`src/rtl/seg7_mux.sv`:
```
// Multiplexed 1..8 digit 7-segment driver with PWM brightness and raw mode.
// Define SEG7_READBACK_EN to enable registered register readback on d_out.
module seg7_mux #(
    parameter logic [31:0] BASE     = 32'h10,
    parameter int          NDIGITS  = 4,
    parameter int          PRESCALE = 1024
) (
    input  logic               clk,
    input  logic               reset_n,
    input  logic               enable,
    input  logic               rw,
    input  logic [31:0]        addr,
    input  logic [31:0]        data,
    output logic [31:0]        d_out,
    output logic [7:0]         seg,
    output logic [NDIGITS-1:0] an
);

    localparam int PW = $clog2(PRESCALE);
    localparam int DW = (NDIGITS > 1) ? $clog2(NDIGITS) : 1;
    localparam int NW = 4 * NDIGITS;

    logic              in_range;
    logic              wr_en;
    logic [31:0]       rel;
    logic [1:0]        offset;
    logic              sel_data;
    logic              sel_dp;
    logic              sel_ctrl;
    logic              sel_raw;
    logic              raw_ok;

    logic [NW-1:0]      data_r;
    logic [NDIGITS-1:0] dp_r;
    logic [NDIGITS-1:0] blank_r;
    logic [NDIGITS-1:0] rawm_r;
    logic [3:0]         bright_r;
    logic [6:0]         raw_r [NDIGITS];

    logic [PW-1:0]      presc;
    logic [3:0]         phase;
    logic [DW-1:0]      digit;
    logic               tick;

    logic [3:0]         cur_nib;
    logic               cur_dp;
    logic               cur_blank;
    logic               cur_rawm;
    logic [6:0]         cur_pat;
    logic               lit;
    logic [7:0]         seg_nxt;
    logic [NDIGITS-1:0] an_nxt;

    logic               unused;

    assign in_range = (addr >= BASE) && (addr < BASE + 32'd4);
    assign wr_en    = enable && rw && in_range;
    assign rel      = addr - BASE;
    assign offset   = rel[1:0];
    assign sel_data = (offset == 2'd0);
    assign sel_dp   = (offset == 2'd1);
    assign sel_ctrl = (offset == 2'd2);
    assign sel_raw  = (offset == 2'd3);
    assign raw_ok   = 32'(data[10:8]) < 32'(NDIGITS);
    assign unused   = ^{data, rel};

    function automatic logic [6:0] font(input logic [3:0] n);
        case (n)
            4'h0:    font = 7'h3F;
            4'h1:    font = 7'h06;
            4'h2:    font = 7'h5B;
            4'h3:    font = 7'h4F;
            4'h4:    font = 7'h66;
            4'h5:    font = 7'h6D;
            4'h6:    font = 7'h7D;
            4'h7:    font = 7'h07;
            4'h8:    font = 7'h7F;
            4'h9:    font = 7'h6F;
            4'hA:    font = 7'h77;
            4'hB:    font = 7'h7C;
            4'hC:    font = 7'h39;
            4'hD:    font = 7'h5E;
            4'hE:    font = 7'h79;
            default: font = 7'h71;
        endcase
    endfunction

    always_ff @(posedge clk or negedge reset_n) begin
        if (!reset_n) begin
            data_r   <= '0;
            dp_r     <= '0;
            blank_r  <= '0;
            rawm_r   <= '0;
            bright_r <= 4'hF;
            for (int i = 0; i < NDIGITS; i++) raw_r[i] <= '0;
        end else if (wr_en) begin
            unique case (1'b1)
                sel_data: data_r <= data[NW-1:0];
                sel_dp:   dp_r   <= data[NDIGITS-1:0];
                sel_ctrl: begin
                    blank_r  <= data[NDIGITS-1:0];
                    rawm_r   <= data[8 +: NDIGITS];
                    bright_r <= data[19:16];
                end
                sel_raw: begin
                    for (int i = 0; i < NDIGITS; i++)
                        if (raw_ok && data[10:8] == 3'(i))
                            raw_r[i] <= data[6:0];
                end
                default: ;
            endcase
        end
    end

    // Scan chain: prescaler -> 16-step PWM phase -> digit index
    assign tick = (presc == PW'(PRESCALE - 1));

    always_ff @(posedge clk or negedge reset_n) begin
        if (!reset_n) begin
            presc <= '0;
            phase <= '0;
            digit <= '0;
        end else begin
            presc <= tick ? '0 : presc + 1'b1;
            if (tick) begin
                phase <= phase + 4'd1;
                if (phase == 4'hF)
                    digit <= (digit == DW'(NDIGITS - 1)) ? '0 : digit + 1'b1;
            end
        end
    end

    always_comb begin
        cur_nib   = '0;
        cur_dp    = 1'b0;
        cur_blank = 1'b0;
        cur_rawm  = 1'b0;
        cur_pat   = '0;
        for (int i = 0; i < NDIGITS; i++) begin
            if (digit == DW'(i)) begin
                cur_nib   = data_r[4*i +: 4];
                cur_dp    = dp_r[i];
                cur_blank = blank_r[i];
                cur_rawm  = rawm_r[i];
                cur_pat   = raw_r[i];
            end
        end
    end

    // Phase 0 is a dark guard slot so the previous digit cannot ghost
    always_comb begin
        lit     = (phase != 4'd0) && (phase <= bright_r) && !cur_blank;
        seg_nxt = 8'hFF;
        an_nxt  = '1;
        if (lit) begin
            seg_nxt = {~cur_dp, ~(cur_rawm ? cur_pat : font(cur_nib))};
            for (int i = 0; i < NDIGITS; i++)
                if (digit == DW'(i)) an_nxt[i] = 1'b0;
        end
    end

    always_ff @(posedge clk or negedge reset_n) begin
        if (!reset_n) begin
            seg <= 8'hFF;
            an  <= '1;
        end else begin
            seg <= seg_nxt;
            an  <= an_nxt;
        end
    end

`ifdef SEG7_READBACK_EN
    logic [2:0]  last_idx;
    logic [31:0] rd_val;

    always_ff @(posedge clk or negedge reset_n) begin
        if (!reset_n)
            last_idx <= '0;
        else if (wr_en && sel_raw && raw_ok)
            last_idx <= data[10:8];
    end

    always_comb begin
        rd_val = '0;
        unique case (1'b1)
            sel_data: rd_val[NW-1:0] = data_r;
            sel_dp:   rd_val[NDIGITS-1:0] = dp_r;
            sel_ctrl: begin
                rd_val[NDIGITS-1:0] = blank_r;
                rd_val[8 +: NDIGITS] = rawm_r;
                rd_val[19:16] = bright_r;
            end
            sel_raw: begin
                rd_val[10:8] = last_idx;
                for (int i = 0; i < NDIGITS; i++)
                    if (last_idx == 3'(i)) rd_val[6:0] = raw_r[i];
            end
            default: ;
        endcase
    end

    always_ff @(posedge clk or negedge reset_n) begin
        if (!reset_n)
            d_out <= '0;
        else
            d_out <= (enable && !rw && in_range) ? rd_val : '0;
    end
`else
    assign d_out = '0;
`endif

endmodule

```
`config.mk`:
```
export PLATFORM = sky130hd
export DESIGN_NAME = seg7_mux
export DESIGN_NICKNAME = d
export VERILOG_FILES = /design/src/rtl/seg7_mux.sv
export SDC_FILE = /design/constraint.sdc
export NUM_CORES = 1
export LEC_CHECK = 0
export ABC_CLOCK_PERIOD_IN_PS = 2900
export BUFFER_PORTS_ARGS = -buffer_cell sky130_fd_sc_hd__buf_2
export CORE_MARGIN = 1
export CORE_UTILIZATION = 40
export DETAILED_ROUTE_END_ITERATION = 7
export HOLD_SLACK_MARGIN = 0.08
export PLACE_DENSITY = 0.67
export RECOVER_POWER = 50
export SLEW_MARGIN = 20
export SYNTH_ARGS = -nofsm -noshare
export SYNTH_HDL_FRONTEND = slang
export SYNTH_SLANG_ARGS = --single-unit
```
`constraint.sdc`:
```
create_clock -name clk -period 2.9 [get_ports clk]
set_input_delay 0.58 -clock clk [delete_from_list [all_inputs] [get_ports clk]]
set_output_delay 0.58 -clock clk [all_outputs]
set_load 0.05 [all_outputs]
```
==> results.cfg, run 1 <==
[timing]
worst_pin_slew_ns = 1.99
final-max-slew-violation-count = 81
slew_headroom_pct = -32.5
skew_ns = 0.00464
setup_ws_ns = 0.303
max_freq_mhz = 385
finalCritPeriodShare_pct = 89.6
fin_setup_tns_ns = 0
period_minus_slack_ns = 2.60
hold_violations = 0
setup_viol = 0
grt_setup_unrepaired = false

[place]
place_inst = 595
dp_hpwl_mm = 6.81
routabilityCongestion = 0.821
io_buffers = 67
post-place-ws_ns = 0.338

[global_route]
track_usage_pct = 17.9
grt_pass1_vias = 3344
grt_overflow = 0
grt_pass1_wl_mm = 16.1
grt_max_degree = 81
antenna_found_initial = 0

[yosys]
synth_most_common_cell = dfrtp_1
synthCells = 392
synthesis.area_sq_um = 4590
postSynth.asyncResetShare_pct = 100
yosysSeqAreaShare_pct = 48.5
synth_top_cell_area_share_pct = 39.3
synth_edf_count = 0
syn_area_per_cell_sq_um = 11.7
yosys.area.top_type = dfrtp_1
synth_area_leaders = dfrtp_1, mux2_2, dfstp_2
yosysWarnings = 0
synth.distinct_cells = 51
synth_commonest_cells = dfrtp_1, mux2_2, buf_4, nand2_1, ha_1
synth_ff_type = dfrtp_1
synth-seq-cells = 88

[worst_setup_path]
worstPathMaxFanout = 5
cp.arrival_ns = 2.86
r2r_start = digit[0]
critPathKind = reg2reg
cp.required_ns = 3.16
ff2ff_path_depth = 10
r2r_slack_ns = 0.30
cp-start-kind = flip-flop
end_kind = flip-flop
r2r_end = seg[0]

[run_status]
outcome = finished with violations
violations = max-capacitance violations, max-slew violations

[pwr]
irDropWorstVdd_mv = 0.237
power_density_nw_per_um2 = 497
power_leakage_uw = 0.00248

[clock_network]
clockBufferDepth = 2
htree_levels = 3
postCtsSetupBuffers = 0
cts-root-buf = clkbuf_16
clk_pin_slew_ns = 0.06
cts_resized = 0
clock_sinks = 88
cts_tree = built
clkLatencyLatePin_ns = 0.34
numCtsBuffers = 9
postCtsHoldBufs = 0

[die]
die_x_microns = 109
die_area_sq_um = 11900
die_height_microns = 109
core_sq_um = 11000
start_util_pct = 41.8
placementRows = 38
ios = 112

[route]
dr.pass1.iters = 4
viasPerCell = 5.25
avgRoutedWirePerCell_microns = 15.8
drtAntennaViolNets = 0
vias = 3209
drt_iter0_drc = 147
wirelength_mm = 9.66
drc = 0

[worst_hold_path]
whs_path_depth = 2
worstHoldStart = data[18]
holdPathEnd = bright_r[2]
min_path_type = in2reg

[cells_and_area]
regArea_sq_um = 2220
drive_gt1_share_pct = 37.4
nets = 551
diodes = 0
fin_cells = 611
syn_to_final_growth_pct = 15.9
fill_cells = 970
final_util_pct = 48.4
multiInputGateArea_sq_um = 2120

[run]
maxCapViolations = 1
-- per-stage QoR --
step / hold slack [ns] / cell area (sq um) / total power (uW)
2_1_floorplan: 0.284 / 4700 / 1380
3_3_place_gp: 0.463 / 5000 / 1420
3_5_place_dp: 0.479 / 5000 / 1420
4_1_cts: 0.460 / 5330 / 2670
5_1_grt: 0.468 / 5320 / 2730
6_report: 0.471 / 5320 / 2640
-- registers in the layout, summed over array words and instances (netlist names), 4 cells and up --
signal    count
bright_r      4
blank_r       4
data_r       16
dp_r          4
seg           8
raw_r        28
rawm_r        4
presc        10
phase         4
an            4
-- critical path, stage by stage (launching register included) --
cell	delay, ns
dfrtp_1	0.42
inv_1	0.09
ha_1	0.28
nor2b_1	0.20
a221oi_1	0.35
nor3_1	0.08
a21oi_1	0.17
inv_1	0.08
ha_1	0.25
a221o_1	0.34
a211o_1	0.27
-- report_power, final --
group / total, uW / leakage, uW / switching (uW) / internal [uW]
registers: 1230 / 0.00115 / 0.00000125 / 1230
logic: 169 / 0.00117 / 139 / 30.4
clock network: 1250 / 0.000152 / 469 / 777
-- layer usage --
layer  GRT usage (%)  up-vias  routed length [microns]
li1                -     1505                        -
met1            22.0     1589                     4120
met2            29.2       94                     4830
met3            4.66       21                      493
met4            8.20        0                      216
met5               0        -                        0
-- final cells by class --
class / count / area share (%)
sequential: 88 / 41.8
multi-input combinational: 274 / 39.8
clock inverter: 5 / 1.51
tap: 140 / 3.30
clock buffer: 11 / 4.57
timing repair buffer: 81 / 8.15
inverter: 12 / 0.847
-- cell families (layout without fill, tap and decap cells) --
logic type	Yosys count	in the layout	synth area share (%)
muxes	65	65	15.9
other	1	32	0.0818
DFF	88	88	48.5
adders and majority gates	17	17	4.64
buffers and inverters	61	109	7.91
AOI/OAI and AO/OA	51	51	8.35
and+or+nand+nor	99	99	12.8
xor gates and xnor gates	10	10	1.91
-- cell usage in the layout, fill, tap and decap left out, drive strengths merged, types with 2 or more instances in the layout --
master / n
xnor2: 7
or3: 2
o31ai: 3
nand3b: 5
o211ai: 3
buf: 78
nand4: 8
nand2b: 2
a221oi: 9
nor2: 13
nor3b: 4
nor2b: 13
a21oi: 8
conb: 32
clkinvlp: 2
mux2i: 4
a221o: 2
clkbuf: 14
nor4b: 2
nand3: 5
xor2: 3
o21ai: 5
nor4: 9
a211oi: 4
a22oi: 3
mux2: 61
inv: 12
nor3: 3
bufinv: 2
nand2: 26
nand4b: 2
ha: 17
dfrtp: 72
o311ai: 6
dfstp: 16
-- how the worst max path moves through the flow --
stage	startpoint	to	slack [ns]
final	digit[0]	seg[0]	0.30
after global routing	digit[1]	seg[3]	0.11
after CTS	digit[0]	seg[0]	0.33
after detailed placement	digit[0]	seg[0]	0.34
after global placement	addr[2]	raw_r[23]	0.44
after floorplan	digit[0]	seg[0]	0.25
Note: power is estimated with default switching activity, not from simulation.
==> inputs of run 2 (changes only) <==
--- a/config.mk
+++ b/config.mk
@@ -5,13 +5,13 @@
 export SDC_FILE = /design/constraint.sdc
 export NUM_CORES = 1
 export LEC_CHECK = 0
+export ABC_AREA = 1
 export ABC_CLOCK_PERIOD_IN_PS = 2900
 export BUFFER_PORTS_ARGS = -buffer_cell sky130_fd_sc_hd__buf_2
 export CORE_MARGIN = 1
 export CORE_UTILIZATION = 40
 export DETAILED_ROUTE_END_ITERATION = 7
-export HOLD_SLACK_MARGIN = 0.08
-export PLACE_DENSITY = 0.67
+export PLACE_DENSITY = 0.66
 export RECOVER_POWER = 50
 export SLEW_MARGIN = 20
 export SYNTH_ARGS = -nofsm -noshare
==> run 2 against run 1 <==
Net effect:
- the run now ends clean
- hold slack got worse by 0.050 ns
- largest power group is now registers
- sequential share of layout area down 3.3 points
- sequential cell count unchanged
- non-clock buffer count is 6 lower
- core utilization decreased by 2.5 points
- power decreased by 5.3%
- die area rose by 12%
- synthesized area grew 12%
- combinational power increased by 22%
==> results.cfg, run 2 <==
[route]
avgRoutedWirePerCell_microns = 11.8
wirelength_mm = 10.8
drtAntennaViolNets = 0
vias = 4132
drt_iter0_drc = 197
viasPerCell = 4.52
dr.pass1.iters = 5
drc = 0

[timing]
slew_headroom_pct = 28.9
grt_setup_unrepaired = false
skew_ns = 0.00717
hold_violations = 0
finalCritPeriodShare_pct = 82.2
max_freq_mhz = 420
worst_pin_slew_ns = 1.07
period_minus_slack_ns = 2.38
fin_setup_tns_ns = 0
final-max-slew-violation-count = 0
setup_viol = 0

[global_route]
grt_pass1_vias = 3856
grt_overflow = 0
track_usage_pct = 17.8
grt_pass1_wl_mm = 18.4
antenna_found_initial = 0
grt_max_degree = 45

[yosys]
yosysSeqAreaShare_pct = 43.3
synthesis.area_sq_um = 5130
synth_ff_type = dfrtp_1
synthCells = 671
synth_area_leaders = dfrtp_1, nand2_1, dfstp_2
synth_most_common_cell = nand2_1
synth.distinct_cells = 41
yosysWarnings = 0
synth_top_cell_area_share_pct = 35.1
synth-seq-cells = 88
yosys.area.top_type = dfrtp_1
synth_commonest_cells = nand2_1, nor2_1, inv_1, dfrtp_1, nand3_1
postSynth.asyncResetShare_pct = 100
synth_edf_count = 0
syn_area_per_cell_sq_um = 7.65

[cells_and_area]
layout_common_cells = nand2_1, nor2_1, inv_1
syn_to_final_growth_pct = 12.5
largest_register_ffs = 28
regMostFlops = raw_r
drive_gt1_share_pct = 17.2
nets = 823
top_regs = raw_r: 28 flops, data_r: 16 flops, presc: 10 flops
postLayoutCellArea_sq_um = 5770
diodes = 0
regArea_sq_um = 2220
final_common_cell = nand2_1
fill_cells = 1273
multiInputGateArea_sq_um = 2310

[clock_network]
clock_sinks = 88
cts_resized = 0
postCtsHoldBufs = 0
cts-root-buf = clkbuf_16
clk_pin_slew_ns = 0.06
cts_tree = built
numCtsBuffers = 9
postCtsSetupBuffers = 0
clockBufferDepth = 2
clkLatencyLatePin_ns = 0.34
htree_levels = 3

[pwr]
power_frac_seq_pct = 49.1
intPower_uw = 1850
p_clk_share_pct = 42.7
power_leakage_uw = 0.00301
switching_power_uw = 657
p_comb_share_pct = 8.2
switching_share_pct = 26.2
irDropWorstVdd_mv = 0.247
power_density_nw_per_um2 = 434

[worst_setup_path]
r2r_slack_ns = 0.52
end_kind = flip-flop
critPathKind = reg2reg
r2r_end = seg[3]
cp.arrival_ns = 2.65
cp-start-kind = flip-flop
worstPathMaxFanout = 11
cp.required_ns = 3.17
r2r_start = digit[0]
ff2ff_path_depth = 12

[worst_hold_path]
min_path_type = in2async

[place]
placed_cell_area_sq_um = 5530
dp_hpwl_mm = 8.01
routabilityCongestion = 0.773
io_buffers = 67

[die]
ios = 112
core_sq_um = 12600
die_height_microns = 115
placementRows = 41
die_x_microns = 115
die_area_sq_um = 13300
start_util_pct = 40.8

[run_status]
outcome = complete, no violations

[run]
maxCapViolations = 0
[run 2: cell count changes in the layout (fill, tap and decap cells not counted), sizes merged, moves of 14 or more]
cell,previous run,this run
nand2,26,165
inv,12,100
nor2,13,98
mux2,61,0
nand3,5,45
o21ai,5,41
o21bai,0,14
[run 2: layout make-up]
class	instances	area share, %
multi-input combinational	466	40.0
inverter	98	6.37
sequential	88	38.5
clock buffer	9	3.90
timing repair buffer	75	6.74
clock inverter	7	0.780
tap	172	3.73
[run 2: logic make-up (layout without fill, tap and decap cells)]
group / Yosys count / in the layout / share of synthesized area, %
AND/OR/NAND/NOR: 324 / 324 / 27.3
buffers and inverters: 148 / 189 / 13.8
flip-flops: 88 / 88 / 43.3
AO/OA/AOI/OAI: 87 / 87 / 10.3
adder cells (fa/ha/maj): 17 / 17 / 4.15
XOR/XNOR: 6 / 6 / 1.02
other: 1 / 32 / 0.0731
[run 2: critical path, stage by stage, from the launching register on]
cell and delay (ns):
dfrtp_1 0.41, inv_1 0.09, ha_1 0.22, buf_4 0.19, a21oi_1 0.13, nand2_1 0.08
a21boi_1 0.36, inv_1 0.16, ha_1 0.35, nand3_1 0.10, nand3_1 0.08, nand3_1 0.08
nand2_1 0.06
[run 2: power by group through the flow]
stage / Sequential (uW) / Combinational, uW / Clock, uW
2_1_floorplan: 1250 / 152 / 0
3_3_place_gp: 1250 / 211 / 0
3_5_place_dp: 1250 / 211 / 0
4_1_cts: 1230 / 211 / 1090
5_1_grt: 1230 / 227 / 1140
6_report: 1230 / 206 / 1070
[run 2: through the flow]
step                util, %  instances  total power, uW  hold WS [ns]  worst slack (ns)
finish                 45.9        915             2500         0.421             0.517
global route           45.9        915             2590         0.444             0.328
CTS                    46.2        915             2530         0.255             0.546
detailed placement     44.0        899             1460         0.434             0.560
global placement       44.0        899             1460         0.433             0.599
floorplan                 -        702             1400         0.284             0.757
[run 2: worst max-delay path by stage]
stage	start	to	slack [ns]	cells past startpoint
after floorplan	digit[1]	seg[1]	0.76	16
after global placement	digit[0]	seg[1]	0.60	13
after detailed placement	digit[0]	seg[1]	0.56	13
after CTS	digit[0]	seg[1]	0.55	13
after global routing	digit[0]	seg[1]	0.33	13
final	digit[0]	seg[3]	0.52	12
[run 2: routing by layer]
| layer | GRT usage (%) | part of all wire, % |
|---|---|---|
| met5 | 0 | 0 |
| met4 | 4.94 | 1.0 |
| met3 | 3.27 | 4.8 |
| met2 | 28.0 | 45 |
| met1 | 25.3 | 49 |
